==> src/rtl/eb_fifo_ctrl.sv <==
// eb_fifo_ctrl: parametrised elastic buffer (req/ack on both sides) with
// DEPTH x WIDTH storage, registered handshake outputs and occupancy count.
// Optional macro EB_FIFO_BYPASS_EN: combinational cut-through while EMPTY.
module eb_fifo_ctrl #(
    parameter int WIDTH = 8,
    parameter int DEPTH = 4,
    parameter int CNTW  = $clog2(DEPTH + 1)
) (
    input  logic             clk,
    input  logic             reset_n,
    input  logic             t_0_req,
    output logic             t_0_ack,
    input  logic [WIDTH-1:0] t_0_data,
    output logic             i_0_req,
    input  logic             i_0_ack,
    output logic [WIDTH-1:0] i_0_data,
    output logic [CNTW-1:0]  count
);

    localparam int PW = $clog2(DEPTH);

    typedef enum logic [1:0] {
        EMPTY = 2'd0,
        MID   = 2'd1,
        FULL  = 2'd2
    } state_t;

    state_t            state;
    state_t            state_nxt;
    logic [CNTW-1:0]   count_nxt;
    logic [PW-1:0]     rd_ptr;
    logic [PW-1:0]     wr_ptr;
    logic [WIDTH-1:0]  mem [DEPTH];
    logic              push;
    logic              pop;
    logic              wr_en;
    logic              rd_en;
    logic              bypass;

    // Handshake outputs, storage enables, next count and next state.
    always_comb begin
        t_0_ack   = (state != FULL);
`ifdef EB_FIFO_BYPASS_EN
        bypass    = (state == EMPTY);
        i_0_req   = bypass ? t_0_req : 1'b1;
`else
        bypass    = 1'b0;
        i_0_req   = (state != EMPTY);
`endif
        push      = t_0_req & t_0_ack;
        pop       = i_0_req & i_0_ack;
        // A word taken straight through while EMPTY is never written.
        wr_en     = push & ~(bypass & pop);
        rd_en     = pop & ~bypass;
        count_nxt = count;
        state_nxt = state;
        case ({wr_en, rd_en})
            2'b10:   count_nxt = count + CNTW'(1);
            2'b01:   count_nxt = count - CNTW'(1);
            default: count_nxt = count;
        endcase
        case (state)
            EMPTY: if (wr_en) state_nxt = MID;
            MID: begin
                if (wr_en && !rd_en && count == CNTW'(DEPTH - 1))
                    state_nxt = FULL;
                else if (rd_en && !wr_en && count == CNTW'(1))
                    state_nxt = EMPTY;
            end
            FULL:    if (rd_en) state_nxt = MID;
            default: state_nxt = EMPTY;
        endcase
    end

    // Control registers: state, occupancy and wrapping pointers.
    always_ff @(posedge clk or negedge reset_n) begin
        if (!reset_n) begin
            state  <= EMPTY;
            count  <= '0;
            rd_ptr <= '0;
            wr_ptr <= '0;
        end else begin
            state <= state_nxt;
            count <= count_nxt;
            if (wr_en)
                wr_ptr <= (wr_ptr == PW'(DEPTH - 1)) ? '0 : wr_ptr + PW'(1);
            if (rd_en)
                rd_ptr <= (rd_ptr == PW'(DEPTH - 1)) ? '0 : rd_ptr + PW'(1);
        end
    end

    // Storage array, intentionally not reset.
    always_ff @(posedge clk) begin
        if (wr_en)
            mem[wr_ptr] <= t_0_data;
    end

`ifdef EB_FIFO_BYPASS_EN
    assign i_0_data = bypass ? t_0_data : mem[rd_ptr];
`else
    assign i_0_data = mem[rd_ptr];
`endif

endmodule

==> config.mk <==
export PLATFORM = sky130hd
export DESIGN_NAME = eb_fifo_ctrl
export DESIGN_NICKNAME = d
export VERILOG_FILES = /design/src/rtl/eb_fifo_ctrl.sv
export SDC_FILE = /design/constraint.sdc
export NUM_CORES = 1
export LEC_CHECK = 0
export CAP_MARGIN = 25
export CORE_ASPECT_RATIO = 1.25
export CORE_MARGIN = 2
export CORE_UTILIZATION = 53
export CTS_CLUSTER_SIZE = 24
export DETAILED_ROUTE_END_ITERATION = 10
export GPL_ROUTABILITY_DRIVEN = 0
export PLACE_DENSITY = 0.78
export SKIP_LAST_GASP = 1
export SLEW_MARGIN = 40
export SYNTH_ARGS = -nofsm -noshare
export SYNTH_HDL_FRONTEND = slang
export SYNTH_SLANG_ARGS = --single-unit
==> constraint.sdc <==
create_clock -name clk -period 1.73 [get_ports clk]
set_input_delay 0.346 -clock clk [delete_from_list [all_inputs] [get_ports clk]]
set_output_delay 0.346 -clock clk [all_outputs]
set_load 0.1 [all_outputs]
==> results of run 1 <==
## critical path: cells and delay by family (launching register included)
family   cells  cell delay, ns
mux          1            0.54
buf+inv      2            0.33
flops        1            0.40
## state kept, by name (all words and copies together), names as in the netlist
register	flops
mem	32
count	3
rd_ptr	2
state	2
wr_ptr	2
## logic make-up (layout without fill, tap and decap cells)
family          after synthesis  in the layout  synth area share (%)
compound gates               11             11                  4.56
xor+xnor                      2              2                 0.997
fa+ha+maj                    11             11                  7.83
buf+inv                      11             50                  3.06
flops                        41             41                  67.5
mux                          10             10                  11.5
simple gates                 15             15                  4.56
## timing repair
item                                    CTS  global route
setup buffers                             1             0
pin swaps                                 0             0
resized for setup                         1             0
endpoints found under the setup margin    8             8
## area by class of cell
cell class	instances	share of cell area (%)
clock buffers	6	3.04
multi-input cells	49	21.7
flip-flops and latches	41	49.9
inverters	8	1.26
clock inverters	2	1.42
well taps	37	1.94
repair buffers	34	20.8
## worst max path at each step
stage	cells past startpoint	slack, ns	start	endpoint
2_1_floorplan	2	0.10	rd_ptr[0]	i_0_data[0]
3_3_place_gp	6	0.07	i_0_ack	count[2]
3_5_place_dp	6	0.02	i_0_ack	state[0]
4_1_cts	3	-0.20	rd_ptr[0]	i_0_data[3]
5_1_grt	3	-0.23	rd_ptr[0]	i_0_data[5]
6_report	3	-0.17	rd_ptr[0]	i_0_data[3]
## through the flow
stage               setup TNS [ns]  hold WS (ns)
finish                       -1.31         0.355
global route                 -1.72         0.393
CTS                          -1.46         0.363
detailed placement               0         0.544
global placement                 0         0.535
floorplan                        0        0.0504
## placed cells by master, fill, tap and decap left out, drive strengths merged
| cell type | instances |
|---|---|
| edfxtp | 32 |
| clkbuf | 6 |
| ha | 11 |
| and3 | 4 |
| bufinv | 1 |
| dfrtp | 9 |
| a31oi | 1 |
| a21oi | 1 |
| or2 | 1 |
| clkdlybuf4s50 | 11 |
| mux2 | 1 |
| nand2 | 3 |
| mux4 | 8 |
| o22ai | 3 |
| clkinv | 1 |
| o21ai | 4 |
| buf | 23 |
| nand3 | 2 |
| mux2i | 1 |
| a21o | 1 |
| inv | 8 |
| a32o | 1 |
| nor2 | 2 |
| xnor2 | 2 |
| nor3 | 1 |
| nand2b | 2 |
## per-layer routing
layer	vias to the layer above	track usage (%)
met1	475	19.9
met2	20	33.0
met3	10	4.91
met5	-	0
met4	0	11.0
li1	460	-
==> flow_summary_export.csv, run 1 <==
group,metric,value,unit
detailed_routing,top_layer,"met4",
global_routing,track_usage,18.5,%
clock_tree,ctsHoldBuffers,0,
job,timing.max_cap.violations,0,
floorplanning,die_x,55.5,um
sta,max_freq,0.525,GHz
floorplanning,rows,23,
detailed_routing,viasPerCell,5.45,
place,dp_hpwl,2140,um
critical_path,worstPathRequired,1.38,ns
final_layout,seq_area,0.00119,sq mm
final_layout,antennaDiodeCount,0,
detailed_routing,drt_pass1_iterations,4,
yosys,ys_async_sr_fraction,22.0,%
sta,worstMarginPinSlew,0.415,ns
detailed_routing,drt_iter0_drc,35,
critical_path,crit_chain,"buf_12 > mux4_2 > buf_12",
clock_tree,clockBufferDepth,2,
place,place_ws,0.0219,ns
final_layout,multi_input_area,517,sq um
yosys,synthCells,101,
place,placed_area,0.00227,sq mm
global_routing,grt_overflow,0,
global_routing,grt_pass1_wl,5070,um
run_status,outcome,"complete, but fails checks",
clock_tree,clock_latency,0.28,ns
floorplanning,die-area,0.00379,sq mm
hold_path,worst_hold_path_type,"input pin to asynchronous set/reset pin",
clock_tree,cts_tree,"yes",
yosys,synth_seq_area_share,67.5,%
sta,setup_ws,-0.175,ns
final_layout,fin_area,0.00239,sq mm
sta,max-slew-margin-rel,72.2,%
critical_path,r2r-start,"state[0]",
detailed_routing,drc_errors,0,
critical_path,end_kind,"output port",
yosys,synth_top_area_share,54.7,%
clock_tree,htreeDepth,2,
yosys,synth-seq-cells,41,
place,dp_cells,168,
clock_tree,clk_pin_slew_worst_paths,0.07,ns
detailed_routing,wirelength_met1,1150,um
critical_path,worst-setup-path-type,"flip-flop to output port",
sta,finalSetupViolCount,8,
yosys,post-synth-top-count-cell,"edfxtp_1",
yosys,synth.avg_cell_area,17.4,sq um
final_layout,nFillCells,191,
critical_path,rrSetupSlack,0.15,ns
critical_path,startpoint_type,"flip-flop",
sta,finalCritPeriodShare,110,%
run_status,violations,"negative setup slack",
clock_tree,cts.sinks,41,
floorplanning,pin_count,25,
yosys,netlist_area,0.00176,sq mm
floorplanning,start_util,55.0,%
floorplanning,coreArea,0.00319,sq mm
detailed_routing,wire_per_inst,16.6,um
detailed_routing,ant_nets,0,
clock_tree,cts_root_buf,"clkbuf_8",
final_layout,final_core_util,74.7,%
global_routing,grt_start_max_net_pins,13,
floorplanning,die_h,68.4,um
final_layout,drive_above_1_share,35.0,%
critical_path,critical_path.most_common_cell,"buf_12",
critical_path,ff2ff_path_depth,5,
final_layout,area_growth,35.8,%
critical_path,r2r-end,"state[0]",
yosys,synth_cell_types,27,
detailed_routing,wl_met2,1600,um
critical_path,crit_fanout,8,
yosys,synth_nets,124,
detailed_routing,wl_met3,96,um
detailed_routing,vias,965,
sta,hold_violations,0,
sta,finalClockSkew,0.00319,ns
final_layout,layoutNonFillerInstCount,177,
critical_path,cp.arrival,1.56,ns
final_layout,fin_nets,162,
yosys,yosys.area.top_type,"edfxtp_1",
critical_path,slowest_delay,0.54,ns
sta,finalCriticalPeriod,1.90,ns
global_routing,grt_pass1_vias,1029,
detailed_routing,wl,2940,um
place,portBuffers,24,
critical_path,slowest_stage,"mux4_2",
yosys,synth_ff_type,"edfxtp_1",
clock_tree,cts-buffers-inserted,5,
yosys,synthTopCellsByArea,"edfxtp_1 (55%), dfrtp_1 (13%), mux4_2 (10%)",
yosys,synthTopCellsByCount,"edfxtp_1 (32), ha_1 (11), dfrtp_1 (9)",
sta,final_max_slew_viol_count,0,
yosys,synth_edf_count,32,
global_routing,antenna_found_initial,0,
yosys,ys_warn_count,0,
sta,rsz0062_at_grt,"true",
Power of run 1 is left out: the tool's default activity adds up to more than one toggle a clock period on the data nets, which glitch-free logic cannot reach.
==> inputs of run 2 (changes only) <==
Settings changed: CTS_CLUSTER_DIAMETER from default to 120.
==> results of run 2 <==
Same layout as run 1: the final DEF is identical, and so are final timing and power.
Power of run 2 is left out for the same reason.
==> inputs of run 3 (changes only) <==
Settings changed: CORE_UTILIZATION 53 to 42, PLACE_DENSITY 0.78 to default.
==> run 3 against run 2 <==
The run still ends with negative setup slack left. Die area up 24%. Fmax down 1.5%. Register-to-register slack better by 0.04 ns. Via count up 1.0%. Sequential share of layout area down 1.1 points. Cell count up 14%. Count of clock-buffer cells in the layout unchanged. First-iteration DRC count down 5.7%. Final area up 2.3%. Clock skew up 0.0027 ns.
==> flow_summary_export.csv, run 3 (same netlist as run 1, synthesis figures left out) <==
group,metric,value,unit
run_status,outcome,"complete, but fails checks",
run_status,violations,"negative setup slack",
critical_path,worst-setup-path-type,"flip-flop to output port",
clock_tree,cts_tree,"yes",
detailed_routing,vias,975,
sta,worstMarginPinSlew,0.439,ns
final_layout,biggestRegsByFlops,"mem: 32 flops, count: 3 flops",
floorplanning,coreArea,0.00407,sq mm
critical_path,end_kind,"output port",
critical_path,endpoint,"i_0_data[7]",
clock_tree,clock_latency,0.29,ns
critical_path,crit_family,"multiplexers",
critical_path,crit_fanout,4,
sta,max-slew-margin-rel,70.7,%
clock_tree,cts-buffers-inserted,5,
floorplanning,die_h,76.3,um
detailed_routing,ant_nets,0,
clock_tree,clk_pin_slew_worst_paths,0.08,ns
critical_path,startpoint_type,"flip-flop",
floorplanning,rows,26,
final_layout,antennaDiodeCount,0,
final_layout,area_growth,39.0,%
final_layout,layout_common_cells,"edfxtp_1 (32), buf_12 (14), buf_4 (13)",
critical_path,slowest_delay,0.52,ns
job,timing.max_cap.violations,0,
final_layout,final_common_cell,"edfxtp_1",
global_routing,track_usage,14.5,%
clock_tree,clockBufferDepth,2,
critical_path,cp.arrival,1.59,ns
detailed_routing,drt_pass1_iterations,4,
critical_path,r2r-start,"state[0]",
critical_path,r2r-end,"state[0]",
sta,finalSetupViolCount,8,
sta,hold_violations,0,
critical_path,worstPathRequired,1.38,ns
detailed_routing,wl,2940,um
sta,finalCriticalPeriod,1.93,ns
floorplanning,start_util,43.2,%
place,portBuffers,24,
sta,final_max_slew_viol_count,0,
global_routing,grt_overflow,0,
floorplanning,die_x,61.8,um
final_layout,top_register,"mem",
sta,finalCritPeriodShare,112,%
sta,setup_ws,-0.204,ns
clock_tree,htreeDepth,2,
global_routing,grt_pass1_vias,1029,
floorplanning,pin_count,25,
global_routing,grt_pass1_wl,4750,um
critical_path,path_depth,3,
hold_path,worst_hold_path_type,"input pin to asynchronous set/reset pin",
detailed_routing,drt_iter0_drc,33,
final_layout,final_core_util,60.0,%
clock_tree,cts.sinks,41,
global_routing,grt_start_max_net_pins,14,
global_routing,antenna_found_initial,0,
detailed_routing,viasPerCell,4.85,
sta,finalClockSkew,0.00585,ns
detailed_routing,wire_per_inst,14.6,um
sta,rsz0062_at_grt,"true",
critical_path,slowest_stage,"mux4_2",
critical_path,ff2ff_path_depth,5,
critical_path,critPathLaunch,"rd_ptr[0]",
final_layout,drive_above_1_share,38.6,%
place,dp_hpwl,2250,um
sta,max_freq,0.517,GHz
detailed_routing,drc_errors,0,
final_layout,fin_nets,167,
floorplanning,die-area,0.00472,sq mm
clock_tree,cts_root_buf,"clkbuf_8",
critical_path,rrSetupSlack,0.19,ns
final_layout,largest_register_ffs,32,
critical_path,crit_chain,"clkbuf_16 > mux4_2 > buf_12",
critical_path,path_buf_inv,2,
==> run 3: changes by cell type in the layout (fill, tap and decap cells not counted) <==
cell / previous run / this run
clkbuf_8: 5 / 6
buf_12: 17 / 14
buf_4: 6 / 13
clkbuf_1: 1 / 0
clkinv_1: 1 / 0
clkbuf_16: 0 / 1
clkinvlp_4: 0 / 1
==> run 3: cell type report <==
type | instances | area (sq um)
Clock buffer | 6 | 82.6
Clock inverter | 2 | 37.5
Fill cell | 320 | 1630
Inverter | 8 | 30.0
Multi-Input combinational cell | 49 | 517
Sequential cell | 41 | 1190
Tap cell | 56 | 70.1
Timing Repair Buffer | 39 | 513
==> run 3: repair_timing <==
item	in CTS	in global routing
gates cloned	0	1
pin swaps	0	0
buffers inserted	1	1
hold buffers	0	0
resized for setup	0	1
endpoints found under the hold margin	0	0
setup endpoints to repair	8	8
==> run 3: how the worst min path moves through the flow <==
stage / to / slack [ns] / cells past startpoint
after global placement: state[0] / 0.54 / 1
after floorplan: count[0] / 0.05 / 0
after CTS: wr_ptr[1] / 0.36 / 1
after global routing: count[1] / 0.37 / 1
after detailed placement: state[0] / 0.54 / 1
final: rd_ptr[1] / 0.34 / 1
==> run 3: metrics by stage <==
step                setup WS [ns]  instances  instance area, sq um  hold WS, ns  TNS (ns)
finish                     -0.204        201                  2440        0.344     -1.55
global route               -0.237        201                  2440        0.366     -1.86
CTS                        -0.211        199                  2410        0.361     -1.56
detailed placement         0.0221        190                  2280        0.543         0
global placement           0.0766        190                  2280        0.544         0
floorplan                   0.101        101                  1760       0.0504         0
==> run 3: routing by layer <==
metal | track usage [%] | part of all wire (%) | vias to the layer above
met5 | 0 | 0 | -
met3 | 4.75 | 3.6 | 6
met4 | 7.02 | 2.2 | 0
li1 | - | - | 468
met1 | 16.3 | 38 | 483
met2 | 23.8 | 56 | 18
Power of run 3 is left out for the same reason.
